[src/rtl/booth_mult8.sv]
// booth_mult8: sequential 8x8 signed radix-2 Booth multiplier.
// Ports: clk, rst_n, start, a, b -> product[15:0], busy, done.
module booth_mult8 (
  input  logic        clk,
  input  logic        rst_n,
  input  logic        start,
  input  logic [7:0]  a,
  input  logic [7:0]  b,
  output logic [15:0] product,
  output logic        busy,
  output logic        done
);

  typedef enum logic [1:0] {
    IDLE = 2'd0,
    CALC = 2'd1,
    DONE = 2'd2
  } state_t;

  state_t      state;
  state_t      state_d;

  logic [7:0]  acc;
  logic [7:0]  q;
  logic        q1;
  logic [7:0]  m;
  logic [3:0]  cnt;

  logic        opcode;
  logic        use_as;
  logic [7:0]  as_sum;
  logic        as_ovf;
  logic [7:0]  sum;
  logic        sin;
  logic        last;

  assign last = (cnt == 4'd7);

  // Booth recode of {Q[0],Q_1}
  always_comb begin
    opcode = 1'b0;
    use_as = 1'b0;
    unique case (1'b1)
      ({q[0], q1} == 2'b01): begin
        opcode = 1'b0;
        use_as = 1'b1;
      end
      ({q[0], q1} == 2'b10): begin
        opcode = 1'b1;
        use_as = 1'b1;
      end
      default: begin
        opcode = 1'b0;
        use_as = 1'b0;
      end
    endcase
  end

  // 8-bit ripple add/subtract stage, cin = opcode
  always_comb begin : addsub
    logic [7:0] bx;
    logic       cy;
    logic       c7;
    bx     = m ^ {8{opcode}};
    cy     = opcode;
    c7     = 1'b0;
    as_sum = 8'h00;
    for (int i = 0; i < 8; i++) begin
      if (i == 7) c7 = cy;
      as_sum[i] = acc[i] ^ bx[i] ^ cy;
      cy = (acc[i] & bx[i]) | (cy & (acc[i] ^ bx[i]));
    end
    as_ovf = cy ^ c7;
  end

  // Overflow-corrected sign keeps the 9-bit result exact (M = -128)
  always_comb begin
    sum = acc;
    sin = acc[7];
    if (use_as) begin
      sum = as_sum;
      sin = as_sum[7] ^ as_ovf;
    end
  end

  always_ff @(posedge clk) begin
    if (!rst_n) state <= IDLE;
    else        state <= state_d;
  end

  always_comb begin
    state_d = state;
    unique case (state)
      IDLE:    if (start) state_d = CALC;
      CALC:    if (last) state_d = DONE;
      DONE:    state_d = IDLE;
      default: state_d = IDLE;
    endcase
  end

  assign busy = (state != IDLE);
  assign done = (state == DONE);

  always_ff @(posedge clk) begin
    if (!rst_n) begin
      acc     <= 8'h00;
      q       <= 8'h00;
      q1      <= 1'b0;
      m       <= 8'h00;
      cnt     <= 4'd0;
      product <= 16'h0000;
    end else begin
      unique case (state)
        IDLE: begin
          if (start) begin
            m   <= a;
            q   <= b;
            acc <= 8'h00;
            q1  <= 1'b0;
            cnt <= 4'd0;
          end
        end
        CALC: begin
          acc <= {sin, sum[7:1]};
          q   <= {sum[0], q[7:1]};
          q1  <= q[0];
          cnt <= cnt + 4'd1;
          if (last)
            product <= {sin, sum[7:1],
                        sum[0], q[7:1]};
        end
        default: begin
        end
      endcase
    end
  end

endmodule

[config.mk]
export PLATFORM = sky130hd
export DESIGN_NAME = booth_mult8
export DESIGN_NICKNAME = d
export VERILOG_FILES = /design/src/rtl/booth_mult8.sv
export SDC_FILE = /design/constraint.sdc
export NUM_CORES = 1
export LEC_CHECK = 0
export ABC_AREA = 0
export CORE_ASPECT_RATIO = 0.6
export CORE_MARGIN = 4
export CORE_UTILIZATION = 55
export CTS_BUF_LIST = sky130_fd_sc_hd__clkbuf_8
export DETAILED_ROUTE_END_ITERATION = 10
export DONT_BUFFER_PORTS = 1
export PLACE_DENSITY = 0.7
export REMOVE_ABC_BUFFERS = 1
export SLEW_MARGIN = 20
export SYNTH_ARGS = -nofsm -noshare
export SYNTH_HDL_FRONTEND = slang
export SYNTH_SLANG_ARGS = --single-unit
[constraint.sdc]
create_clock -name clk -period 9.5 [get_ports clk]
set_input_delay 0.95 -clock clk [delete_from_list [all_inputs] [get_ports clk]]
set_output_delay 0.95 -clock clk [all_outputs]
set_load 0.05 [all_outputs]
* Word-level counts from Yosys, hierarchy flattened
Index checks and enable logic that the tools add are counted.
Word-level totals: flip-flop bits (word level) 47, output and inout bits 18
Cells by class: add/sub/neg operators 1, eq/ne operators 7, mux-type cells 15, bitwise logic cells 43, reductions and logical operators 8
Operators with widths (number):
- $pmux W8 S2 | 2
- $mux W8 | 3
- $xor A1 B1 Y1 | 18
- $and A1 B1 Y1 | 16
- $or A1 B1 Y1 | 8
- $pmux W4 S2 | 1
- $reduce_and A2 Y1 | 4
- $xor A8 B8 Y8 | 1
- $add A4 B1 Y4 const B | 1
- $eq A2 B1 Y1 const B | 2
- $eq A2 B2 Y1 const B | 2
- $eq A4 B3 Y1 const B | 1
- $mux W1 | 4
- $mux W2 | 2
- $mux W4 | 1
- $ne A2 B2 Y1 const B | 2
- $pmux W2 S2 | 1
- $reduce_bool A2 Y1 | 2
- $logic_not A2 Y1 | 1
- $pmux W1 S2 | 1
- $reduce_or A2 Y1 | 1

* Logic depth before layout (Yosys ltp)
depth in word-level cells 24, gate-level depth with buffers 15

* Worst setup path after synthesis
No wires, ideal clock.
path type reg-to-reg, start point register q1, end point register product[14], setup time 0.086 ns, arrival time 3.949 ns, required time 9.414 ns, slack 5.465 ns, cell stages (with the launch flop) 16, period minus slack after synthesis 4.035 ns, path through dfxtp_1 -> inv_1 -> ha_1 -> clkbuf_1 -> mux2_2 -> fa_1 -> fa_1 -> fa_1 -> fa_1 -> fa_1 -> inv_1 -> fa_1 -> inv_1 -> fa_1 -> mux2i_1 -> a211oi_1
Between the ends: cells in the longest elaborated chain, start to end 20
RTL lines:
- from (decl) | RTL line 25 | logic q1;
- from (signal assigned) | RTL line 126 | q1 <= q[0];
- $eq A2 B2 Y1 | RTL line 48 | ({q[0], q1} == 2'b10): begin
- $mux W1 | RTL line 43 | unique case (1'b1)
- $xor A8 B8 Y8 | RTL line 64 | bx = m ^ {8{opcode}};
- $xor A1 B1 Y1 | RTL line 71 | cy = (acc[i] & bx[i]) | (cy & (acc[i] ^ bx[i]));
- $and A1 B1 Y1 | RTL line 71
- $or A1 B1 Y1 | RTL line 71
- $and A1 B1 Y1 | RTL line 71
- $or A1 B1 Y1 | RTL line 71
- [... 4 more ...]
- $and A1 B1 Y1 | RTL line 71
- $or A1 B1 Y1 | RTL line 71
- $and A1 B1 Y1 | RTL line 71
- $or A1 B1 Y1 | RTL line 71
- $and A1 B1 Y1 | RTL line 71
- $or A1 B1 Y1 | RTL line 71
- $xor A1 B1 Y1 | RTL line 70 | as_sum[i] = acc[i] ^ bx[i] ^ cy;
- $mux W8 * | RTL line 80 | if (use_as) begin
- to (signal assigned) | RTL line 129 | product <= {sin, sum[7:1],
- to (decl) | RTL line 9 | output logic [15:0] product,
Mark *: on every way between the ends. The rest lies on a longest branch, timed or not. A chain may end at the register's enable or synchronous reset.

* Worst setup path in the final report
Ends and elaborated chain as after synthesis.

==> flow_summary.html <==
<table>
<tr><th>Metric</th><th>Value</th></tr>
<tr><th colspan="2">Power</th></tr>
<tr><td>Worst-case vdd ir drop</td><td>0.0824 mV</td></tr>
<tr><td>Leakage power</td><td>0.918 nW</td></tr>
<tr><td>Power density relative to cell area</td><td>173 nW/µm²</td></tr>
<tr><th colspan="2">STA</th></tr>
<tr><td>Final max-slew violation count</td><td>0</td></tr>
<tr><td>Worst slew margin</td><td>37.5%</td></tr>
<tr><td>Fmax</td><td>241 MHz</td></tr>
<tr><td>Sum of negative setup slack</td><td>0 ns</td></tr>
<tr><td>Final cycle utilization of the critical path</td><td>43.7%</td></tr>
<tr><td>Hold Violations, Final</td><td>0</td></tr>
<tr><td>Shortest period the worst path allows</td><td>4.15 ns</td></tr>
<tr><td>Clock Skews</td><td>0.00756 ns</td></tr>
<tr><td>Pin slew with the least headroom to its limit</td><td>0.936 ns</td></tr>
<tr><td>Setup violation total in the final timing report</td><td>0</td></tr>
<tr><td>Worst hold margin</td><td>0.471 ns</td></tr>
<tr><td>RSZ-0062 raised after global routing</td><td>false</td></tr>
<tr><th colspan="2">Clock network</th></tr>
<tr><td>Worst-path clk slew</td><td>0.09 ns</td></tr>
<tr><td>Number of buffers inserted during clock tree synthesis</td><td>5</td></tr>
<tr><td>Clk Latency, worst-skew pair</td><td>0.30 ns</td></tr>
<tr><td>Maximum number of buffers from clock root to sink</td><td>2</td></tr>
<tr><td>Hold-fix buffers at CTS</td><td>0</td></tr>
<tr><td>Post-CTS setup buffers</td><td>0</td></tr>
<tr><td>CTS root buffer</td><td>sky130_fd_sc_hd__clkbuf_8</td></tr>
<tr><td>Total clock sinks</td><td>47</td></tr>
<tr><td>Maximum level of the CTS H-tree</td><td>2</td></tr>
<tr><td>Cells resized by post-CTS repair</td><td>0</td></tr>
<tr><td>CTS tree</td><td>done</td></tr>
<tr><th colspan="2">Global routing</th></tr>
<tr><td>Total overflow reported by the global router</td><td>0</td></tr>
<tr><td>Via count of the first global-routing pass</td><td>1595</td></tr>
<tr><td>Overall track demand over capacity in global routing</td><td>18.0%</td></tr>
<tr><td>Initial antenna violation count</td><td>0</td></tr>
<tr><td>Met2 demand-to-capacity share in global routing</td><td>28.0%</td></tr>
<tr><td>Wire length of the first global-routing pass</td><td>7650 µm</td></tr>
<tr><td>Most heavily used metal layer in global routing</td><td>met2</td></tr>
<tr><td>Met3 track demand over resource</td><td>5.58%</td></tr>
<tr><td>Maximum number of pins on one net before global-route repair</td><td>40</td></tr>
<tr><td>Global Route met1 Usage</td><td>23.8%</td></tr>
<tr><th colspan="2">Yosys</th></tr>
<tr><td>Synth Flop Type</td><td>sky130_fd_sc_hd__dfxtp_1</td></tr>
<tr><td>Synthesized area per cell</td><td>9.76 µm²</td></tr>
<tr><td>Synth Register Bits</td><td>47</td></tr>
<tr><td>Netlist area before placement</td><td>2310 µm²</td></tr>
<tr><td>Area share of the largest cell type after synthesis</td><td>40.7%</td></tr>
<tr><td>Cell types with the largest area share after synthesis</td><td>sky130_fd_sc_hd__dfxtp_1, sky130_fd_sc_hd__fa_1, sky130_fd_sc_hd__a21oi_1</td></tr>
<tr><td>Yosys warns</td><td>0</td></tr>
<tr><td>Number of flops mapped to enable cells by yosys</td><td>0</td></tr>
<tr><td>Yosys top cell by area</td><td>sky130_fd_sc_hd__dfxtp_1</td></tr>
<tr><td>Ranking of synthesized cells by instance count</td><td>sky130_fd_sc_hd__dfxtp_1, sky130_fd_sc_hd__nand2_1, sky130_fd_sc_hd__a21oi_1, sky130_fd_sc_hd__nor2b_1, sky130_fd_sc_hd__clkbuf_1</td></tr>
<tr><td>Netlist cell types</td><td>43</td></tr>
<tr><td>Number of cells produced by synthesis</td><td>237</td></tr>
<tr><td>Proportion of register bits with asynchronous set or reset after synthesis</td><td>0%</td></tr>
<tr><td>Most frequent cell after synthesis</td><td>sky130_fd_sc_hd__dfxtp_1</td></tr>
<tr><td>Register area share after synthesis</td><td>40.7%</td></tr>
<tr><th colspan="2">Cells and area</th></tr>
<tr><td>Net count, final</td><td>254</td></tr>
<tr><td>Synthesis-to-finish area growth</td><td>2.97%</td></tr>
<tr><td>Number of fillers in the final layout</td><td>326</td></tr>
<tr><td>Fraction of final layout cells with drive strength greater than 1</td><td>15.0%</td></tr>
<tr><td>Post-layout instance area</td><td>2380 µm²</td></tr>
<tr><td>Count of inserted antenna diode cells</td><td>0</td></tr>
<tr><th colspan="2">Critical path</th></tr>
<tr><td>Peak fanout along the critical path</td><td>8</td></tr>
<tr><td>Buffering stage count on the worst path with inverters included</td><td>3</td></tr>
<tr><td>Type of the worst setup path</td><td>reg -&gt; reg</td></tr>
<tr><td>Family of cells with the greatest summed delay on the critical path</td><td>adder cells</td></tr>
<tr><td>Signal arrival time at the worst endpoint</td><td>4.36 ns</td></tr>
<tr><td>Series of cell instances along the critical path</td><td>inv_1 -&gt; ha_1 -&gt; mux2_2 -&gt; fa_1 -&gt; fa_1 -&gt; fa_1 -&gt; fa_1 -&gt; fa_1 -&gt; inv_1 -&gt; fa_1 -&gt; inv_1 -&gt; fa_1 -&gt; mux2i_1 -&gt; a211oi_1</td></tr>
<tr><td>Critical path launch point type</td><td>register</td></tr>
<tr><td>Slowest cell on crit path</td><td>sky130_fd_sc_hd__fa_1</td></tr>
<tr><td>Largest incremental delay on the critical path</td><td>0.47 ns</td></tr>
<tr><td>Most repeated library cell on the critical path</td><td>sky130_fd_sc_hd__fa_1</td></tr>
<tr><td>Kind of capture point of the worst setup path</td><td>register</td></tr>
<tr><td>Required arrival time at the worst endpoint</td><td>9.71 ns</td></tr>
<tr><th colspan="2">Place</th></tr>
<tr><td>Final Wtd Congestion</td><td>0.749</td></tr>
<tr><td>Total half-perimeter wirelength after legalization and detailed placement</td><td>3180 µm</td></tr>
<tr><td>Number of input and output port buffers inserted</td><td>0</td></tr>
<tr><td>Placed inst area</td><td>2260 µm²</td></tr>
<tr><th colspan="2">Floorplanning</th></tr>
<tr><td>Number of top-level design ports</td><td>37</td></tr>
<tr><td>Floorplan die area</td><td>5340 µm²</td></tr>
<tr><td>Starting density of the core</td><td>60.1%</td></tr>
<tr><td>Std-Cell Rows</td><td>17</td></tr>
<tr><td>DIE WIDTH</td><td>91.7 µm</td></tr>
<tr><td>Std-Cell Core Area</td><td>3850 µm²</td></tr>
<tr><td>Vertical die dimension</td><td>58.2 µm</td></tr>
<tr><th colspan="2">Hold path</th></tr>
<tr><td>Path class of the lowest-slack min-delay path</td><td>reg -&gt; reg</td></tr>
<tr><th colspan="2">Drt</th></tr>
<tr><td>Remaining design rule violation count</td><td>0</td></tr>
<tr><td>First-pass iteration count of the detailed router</td><td>6</td></tr>
<tr><td>First DRT Iteration DRCs</td><td>122</td></tr>
<tr><td>Routed length per placed instance</td><td>16.4 µm</td></tr>
<tr><td>Aggregate routed wire length</td><td>4630 µm</td></tr>
<tr><td>Post-detailed-route via-to-cell ratio</td><td>5.73</td></tr>
<tr><td>Post-route ant nets</td><td>0</td></tr>
<tr><td>Via count</td><td>1622</td></tr>
<tr><th colspan="2">Run</th></tr>
<tr><td>Reported max-cap violation count</td><td>0</td></tr>
<tr><th colspan="2">Outcome</th></tr>
<tr><td>Result of the run</td><td>finished clean</td></tr>
</table>
flip-flops by register name, summed over array words and instances (netlist names):
| signal | count |
|---|---|
| acc | 8 |
| cnt | 4 |
| m | 8 |
| product | 16 |
| q | 8 |
| q1 | 1 |
| state | 2 |
logic make-up after synthesis:
| kind of cell | after synthesis | share of synthesized area [%] |
|---|---|---|
| simple gates | 74 | 17.3 |
| buf+inv | 26 | 6.65 |
| flops | 47 | 40.7 |
| fa+ha+maj | 10 | 8.00 |
| mux | 10 | 4.38 |
| xor+xnor | 8 | 3.03 |
| compound gates | 62 | 20.0 |
cells in the final DEF, fill, tap and decap left out, types with 5 or more instances in the layout:
cell,count
sky130_fd_sc_hd__a21oi_1,26
sky130_fd_sc_hd__clkbuf_8,6
sky130_fd_sc_hd__dfxtp_1,47
sky130_fd_sc_hd__fa_1,8
sky130_fd_sc_hd__inv_1,5
sky130_fd_sc_hd__mux2i_1,9
sky130_fd_sc_hd__nand2_1,28
sky130_fd_sc_hd__nand4_1,9
sky130_fd_sc_hd__nor2_1,9
sky130_fd_sc_hd__nor2b_1,11
sky130_fd_sc_hd__o21ai_2,7
sky130_fd_sc_hd__o221a_2,7
sky130_fd_sc_hd__o2bb2ai_1,5
sky130_fd_sc_hd__xor2_1,6
layer usage:
layer  vias to the layer above  wire, µm  part of all wire (%)
met5                         -         0                     0
met4                         0        46                  0.99
met3                         5       260                   5.6
met2                        35      2050                    44
met1                       773      2270                    49
li1                        809         -                     -
final timing paths:
path / slack, ns / from / endpoint / depth (start not counted)
worst max-delay path: 5.35 / q1$_SDFFE_PN0P_ / product[14]$_SDFFE_PN0P_ / 14
worst min-delay path: 0.47 / m[6]$_SDFFE_PN0P_ / m[6]$_SDFFE_PN0P_ / 2
worst max register to register: 5.35 / q1$_SDFFE_PN0P_ / product[14]$_SDFFE_PN0P_ / 14
worst min register to register: 0.47 / m[6]$_SDFFE_PN0P_ / m[6]$_SDFFE_PN0P_ / 2
where the power goes:
part,internal (mW),switching [mW],total (mW)
Combinational,0.0203,0.0299,0.0502
Clock,0.0852,0.0661,0.151
Sequential,0.204,0.00600,0.210
per-stage QoR:
stage          util [%]  setup WS [ns]  instances  total power, mW
2_1_floorplan         -           5.55        216            0.254
3_3_place_gp       58.8           5.43        275            0.263
3_5_place_dp       58.8           5.35        275            0.265
4_1_cts            61.9           5.32        283            0.415
5_1_grt            61.9           5.14        283            0.430
6_report           61.9           5.35        283            0.412
worst register-to-register path: cells and delay by family, from the launching register on:
| family | cells | cell delay [ns] |
|---|---|---|
| muxes | 2 | 0.42 |
| DFF | 1 | 0.34 |
| adders and majority gates | 8 | 2.89 |
| buffers and inverters | 3 | 0.17 |
| AOI/OAI and AO/OA | 1 | 0.24 |
cell type report:
type,count,area (µm²),share of cell area [%]
Clock buffer,6,82.6,3.47
Timing Repair Buffer,2,15.0,0.630
Multi-Input combinational cell,164,1220,51.2
Clock inverter,2,35.0,1.47
Tap cell,57,71.3,2.99
Sequential cell,47,941,39.5
Inverter,5,18.8,0.788
Power figures use the tool's default switching activity.
